File: src/rtl/dmem_arb_pkg.sv
// Shared types and constants for the data-memory arbiter.
// States, port ids and default memory geometry.
package dmem_arb_pkg;
  localparam int MEM_DEPTH  = 256;
  localparam int DEPTH_LOG2 = $clog2(MEM_DEPTH);

  localparam logic PORT_CPU = 1'b0;
  localparam logic PORT_EXT = 1'b1;

  typedef enum logic [1:0] {
    CLEAR,
    IDLE,
    ACCESS
  } state_t;
endpackage

File: src/rtl/dmem_rr_arb.sv
// Two-request round-robin picker.
// Remembers the last grant so ties alternate between the ports.
module dmem_rr_arb
  import dmem_arb_pkg::*;
(
  input  logic clk,
  input  logic reset,
  input  logic cpu_req,
  input  logic ext_req,
  input  logic update,
  output logic grant,
  output logic winner
);
  logic last;

  always_comb begin
    grant  = cpu_req | ext_req;
    winner = PORT_CPU;
    if (cpu_req && ext_req)
      winner = ~last;
    else if (ext_req)
      winner = PORT_EXT;
  end

  // Starts as EXT so the CPU wins the first tie.
  always_ff @(posedge clk or posedge reset) begin
    if (reset)
      last <= PORT_EXT;
    else if (update)
      last <= winner;
  end
endmodule

File: src/rtl/dmem_arbiter.sv
// Data-memory arbiter: CPU and EXT ports share one memory port.
// Clears the whole array after every reset before granting access.
module dmem_arbiter
  import dmem_arb_pkg::*;
#(
  parameter int DATA_W = 16,
  parameter int ADDR_W = 16,
  parameter int DEPTH  = MEM_DEPTH
) (
  input  logic              clk,
  input  logic              reset,
  input  logic              cpu_req,
  input  logic              cpu_we,
  input  logic [ADDR_W-1:0] cpu_addr,
  input  logic [DATA_W-1:0] cpu_wdata,
  output logic              cpu_ack,
  output logic [DATA_W-1:0] cpu_rdata,
  input  logic              ext_req,
  input  logic              ext_we,
  input  logic [ADDR_W-1:0] ext_addr,
  input  logic [DATA_W-1:0] ext_wdata,
  output logic              ext_ack,
  output logic [DATA_W-1:0] ext_rdata,
  output logic [ADDR_W-1:0] mem_access_addr,
  output logic [DATA_W-1:0] mem_write_data,
  output logic              mem_write_en,
  output logic              mem_read,
  input  logic [DATA_W-1:0] mem_read_data,
  output logic              init_busy
);
  localparam int PW = $clog2(DEPTH);

  state_t            state;
  logic [PW-1:0]     ptr;
  logic              sel;
  logic              l_we;
  logic [ADDR_W-1:0] l_addr;
  logic [DATA_W-1:0] l_wdata;
  logic              grant;
  logic              winner;
  logic              update;
  logic [DATA_W-1:0] rd;

  assign update = (state == IDLE) && grant;

  dmem_rr_arb u_arb (
    .clk     (clk),
    .reset   (reset),
    .cpu_req (cpu_req),
    .ext_req (ext_req),
    .update  (update),
    .grant   (grant),
    .winner  (winner)
  );

  always_ff @(posedge clk or posedge reset) begin
    if (reset) begin
      state   <= CLEAR;
      ptr     <= '0;
      sel     <= PORT_CPU;
      l_we    <= 1'b0;
      l_addr  <= '0;
      l_wdata <= '0;
    end else begin
      unique case (state)
        CLEAR: begin
          ptr <= ptr + 1'b1;
          if (ptr == PW'(DEPTH - 1))
            state <= IDLE;
        end
        IDLE: begin
          if (grant) begin
            sel     <= winner;
            l_we    <= winner ? ext_we : cpu_we;
            l_addr  <= winner ? ext_addr : cpu_addr;
            l_wdata <= winner ? ext_wdata : cpu_wdata;
            state   <= ACCESS;
          end
        end
        ACCESS: state <= IDLE;
        default: state <= CLEAR;
      endcase
    end
  end

  assign rd = l_we ? '0 : mem_read_data;

  always_comb begin
    mem_access_addr = '0;
    mem_write_data  = '0;
    mem_write_en    = 1'b0;
    mem_read        = 1'b0;
    cpu_ack         = 1'b0;
    ext_ack         = 1'b0;
    cpu_rdata       = '0;
    ext_rdata       = '0;
    init_busy       = 1'b0;
    unique case (state)
      CLEAR: begin
        init_busy       = 1'b1;
        mem_write_en    = 1'b1;
        mem_access_addr = ADDR_W'({ptr, 2'b00});
      end
      ACCESS: begin
        mem_access_addr = l_addr;
        mem_write_data  = l_wdata;
        mem_write_en    = l_we;
        mem_read        = ~l_we;
        cpu_ack         = (sel == PORT_CPU);
        ext_ack         = (sel == PORT_EXT);
        cpu_rdata       = (sel == PORT_CPU) ? rd : '0;
        ext_rdata       = (sel == PORT_EXT) ? rd : '0;
      end
      default: ;
    endcase
  end
endmodule

File: config.mk
export PLATFORM = sky130hd
export DESIGN_NAME = dmem_arbiter
export DESIGN_NICKNAME = d
export VERILOG_FILES = /design/src/rtl/dmem_arb_pkg.sv /design/src/rtl/dmem_rr_arb.sv /design/src/rtl/dmem_arbiter.sv
export SDC_FILE = /design/constraint.sdc
export NUM_CORES = 1
export LEC_CHECK = 0
export BUFFER_PORTS_ARGS = -buffer_cell sky130_fd_sc_hd__buf_2
export CAP_MARGIN = 20
export CORE_UTILIZATION = 39
export DETAILED_ROUTE_END_ITERATION = 12
export GPL_TIMING_DRIVEN = 0
export HOLD_SLACK_MARGIN = 0.05
export PLACE_DENSITY = 0.75
export SYNTH_ARGS = -nofsm -noshare
export SYNTH_HDL_FRONTEND = slang
export SYNTH_HIERARCHICAL = 1
export SYNTH_SLANG_ARGS = --single-unit
File: constraint.sdc
create_clock -name clk -period 1.3 [get_ports clk]
set_clock_uncertainty 0.05 [all_clocks]
set_input_delay 0.065 -clock clk [delete_from_list [all_inputs] [get_ports clk]]
set_output_delay 0.065 -clock clk [all_outputs]
set_load 0.01 [all_outputs]
==> flow_summary.json <==
{
  "status": "complete, but fails checks",
  "violations": "negative setup slack",
  "critPathMaxStageDelay_ns": 0.39,
  "gr-usage-all-layers": 0.281,
  "maxSlewViolCount": 0,
  "crit_family": "buffers and inverters",
  "p_sw_frac": 0.402,
  "crit_fanout": 5,
  "design_area_um2": 5360,
  "dp_slack_ns": -0.255,
  "layout.nets": 647,
  "synth_cells": 292,
  "multiInputGateArea_um2": 1580,
  "area_delta_synth_final_pct": 109,
  "coreArea_um2": 6350,
  "finalCritPeriodShare": 1.32,
  "firstDrtPassIters": 5,
  "p_seq_frac": 0.265,
  "worstSkewPairLatency_ns": 0.30,
  "synthFlopType": "dfrtp_1",
  "slew_headroom": 0.756,
  "worstSetupPathType": "register to output port",
  "yosys.area.top_type": "dfrtp_1",
  "worst-path-buf-inv": 4,
  "timing.final.crit_period_ns": 1.71,
  "clk_path_buf_depth": 2,
  "power_leakage_nw": 2.73,
  "drive_above_1_share": 0.542,
  "cp_slowest_cell": "dfrtp_1",
  "wl_per_cell_um": 17.9,
  "globalplace.congestion": 0.760,
  "synth_area_leaders": "dfrtp_1 43%, mux2i_1 16%, nand2_1 7.5%",
  "yosysSeqAreaShare": 0.439,
  "drt_wl_total_um": 11400,
  "cts_buffers": 5,
  "post-dp-hpwl_um": 5360,
  "cts_root_buf": "clkbuf_8",
  "ys_warn_count": 6,
  "grt_pass1_wl_um": 15400,
  "grt_pass1_vias": 3233,
  "place_inst": 524,
  "yosysUniqueCellTypes": 32,
  "cts_tree": "built",
  "rows": 29,
  "io_pins": 155,
  "fin_cells": 638,
  "synth_edf_count": 0,
  "setup_violations": 114,
  "place.port_buffers": 154,
  "p_clk_frac": 0.092,
  "worst_slew_pin_slew_ns": 0.366,
  "synth_most_common_cell": "nand2_1",
  "synth_nets": 379,
  "timing.fmax_mhz": 584,
  "hold_viol_final": 0,
  "n_fill_cell": 332,
  "hold_path.class": "input pin to register",
  "synth_seq_cells": 45,
  "crit_required_ns": 1.19,
  "htreeDepth": 2,
  "regArea_um2": 1130,
  "cts_sinks": 45,
  "synthTopCellsByCount": "51 x nand2_1, 44 x dfrtp_1, 41 x mux2i_1",
  "dieWidth_um": 83.1,
  "intPower_w": 0.00586,
  "dieArea_um2": 6910,
  "diodes": 0,
  "cp.arrival_ns": 1.60,
  "comb_power_share": 0.643,
  "synthArstFlopShare": 1.00,
  "antenna_left": 0,
  "synth_area_per_cell_um2": 8.79,
  "place_area_um2": 3480,
  "rsz0062_at_grt": "yes",
  "drv_cap": 0,
  "synth_top_area_frac": 0.429,
  "route.vias.total": 3301,
  "start_util": 0.404,
  "vias_per_cell": 5.17,
  "grt_max_degree": 31,
  "die_y_um": 83.1,
  "switchingPower_w": 0.00394,
  "critPathCaptureType": "output port",
  "netlist_area_um2": 2570,
  "drt-initial-drc-count": 115,
  "path_clk_slew_ns": 0.10,
  "drc_errors": 0,
  "peakVddDrop_uv": 1110,
  "finalWorstSetupSlack_ns": -0.412,
  "grt.overflow.total": 0,
  "antenna_found_initial": 0,
  "worstSetupStartpointType": "register",
  "power.density_nw_per_um2": 1830,
  "path_cells": "buf_4, buf_6, buf_16, mux2i_1, nor2_1, buf_2"
}
final cells by class:
| cell class | instances | area share |
|---|---|---|
| repair buffers | 263 | 0.396 |
| multi-input cells | 219 | 0.296 |
| flip-flops and latches | 45 | 0.211 |
| plain buffers | 19 | 0.0565 |
| well taps | 77 | 0.0180 |
| clock buffers | 5 | 0.0129 |
| inverters | 7 | 0.00678 |
| clock inverters | 3 | 0.00397 |
kinds of logic after synthesis:
kind of cell,Yosys count,synth area share
AND/OR/NAND/NOR,130,0.231
multiplexers,44,0.174
buffers and inverters,28,0.0507
adder cells (fa/ha/maj),1,0.00487
XOR/XNOR,7,0.0239
flip-flops,45,0.439
AO/OA/AOI/OAI,37,0.0755
worst min-delay path, delay by kind of cell:
family | cells | cell delay (ns)
muxes | 1 | 0.26
buffers and inverters | 1 | 0.11
AOI/OAI and AO/OA | 1 | 0.08
metal layers:
layer,routed length [um],up-vias,track usage
met1,4080,1569,0.308
met2,6080,188,0.525
met3,679,49,0.0567
met5,0,-,0
li1,-,1495,-
met4,555,0,0.110
flip-flops by register name, indices dropped and copies added (netlist names):
signal and cells:
state 2, ptr 8, u_arb/last 1, sel 1, l_addr 16, l_wdata 16, l_we 1
power groups by stage:
| stage | Clock (W) | Combinational, W | Sequential, W |
|---|---|---|---|
| after floorplan | 0 | 0.00223 | 0.00239 |
| after global placement | 0 | 0.00317 | 0.00246 |
| after detailed placement | 0 | 0.00326 | 0.00249 |
| after CTS | 0.000920 | 0.00520 | 0.00252 |
| after global routing | 0.000980 | 0.00666 | 0.00267 |
| final | 0.000903 | 0.00630 | 0.00260 |
final timing paths:
path                                        start                endpoint  slack, ns  depth (start not counted)
max                          state[1]$_DFFE_PP0P_      mem_access_addr[7]      -0.41                          6
min                                       cpu_req  u_arb/last$_DFFE_PP1P_       0.16                          3
max reg2reg                  state[1]$_DFFE_PP0P_  u_arb/last$_DFFE_PP1P_      -0.23                          6
min reg2reg                l_addr[12]$_DFFE_PP0P_  l_addr[12]$_DFFE_PP0P_       0.43                          2
max in group asynchronous                   reset  l_wdata[8]$_DFFE_PP0P_       0.46                          4
min in group asynchronous                   reset         sel$_DFFE_PP0P_       0.27                          3
placed cells by master (no fill, tap or decap), drive strengths merged, types with 2 or more instances in the layout:
cell and n:
nand4 4, clkbuf 17, a21oi 2, o21ai 33, inv 6, dfrtp 44, clkinv 3, and2 25
mux2 3, xnor2 6, dlygate4sd3 67, nor2 41, nand2 52, mux2i 41, buf 203
timing repair:
action | 4_1_cts | 5_1_grt
pin swaps | 36 | 19
buffers inserted | 29 | 6
hold buffers | 67 | 0
gates resized for setup | 121 | 95
setup endpoints to repair | 104 | 113
gates cloned | 5 | 4
endpoints found under the hold margin | 78 | 0
per-stage QoR:
step	hold slack, ns	power, W	setup TNS, ns	utilization
6_report	0.156	0.00980	-27.00	0.843
5_1_grt	0.129	0.0103	-33.75	0.843
4_1_cts	0.121	0.00864	-24.27	0.772
3_5_place_dp	0.0379	0.00575	-10.71	0.548
3_3_place_gp	0.0437	0.00563	-30.49	0.545
2_1_floorplan	-0.0953	0.00462	-0.0812	-
(Power assumes the default switching activity.)
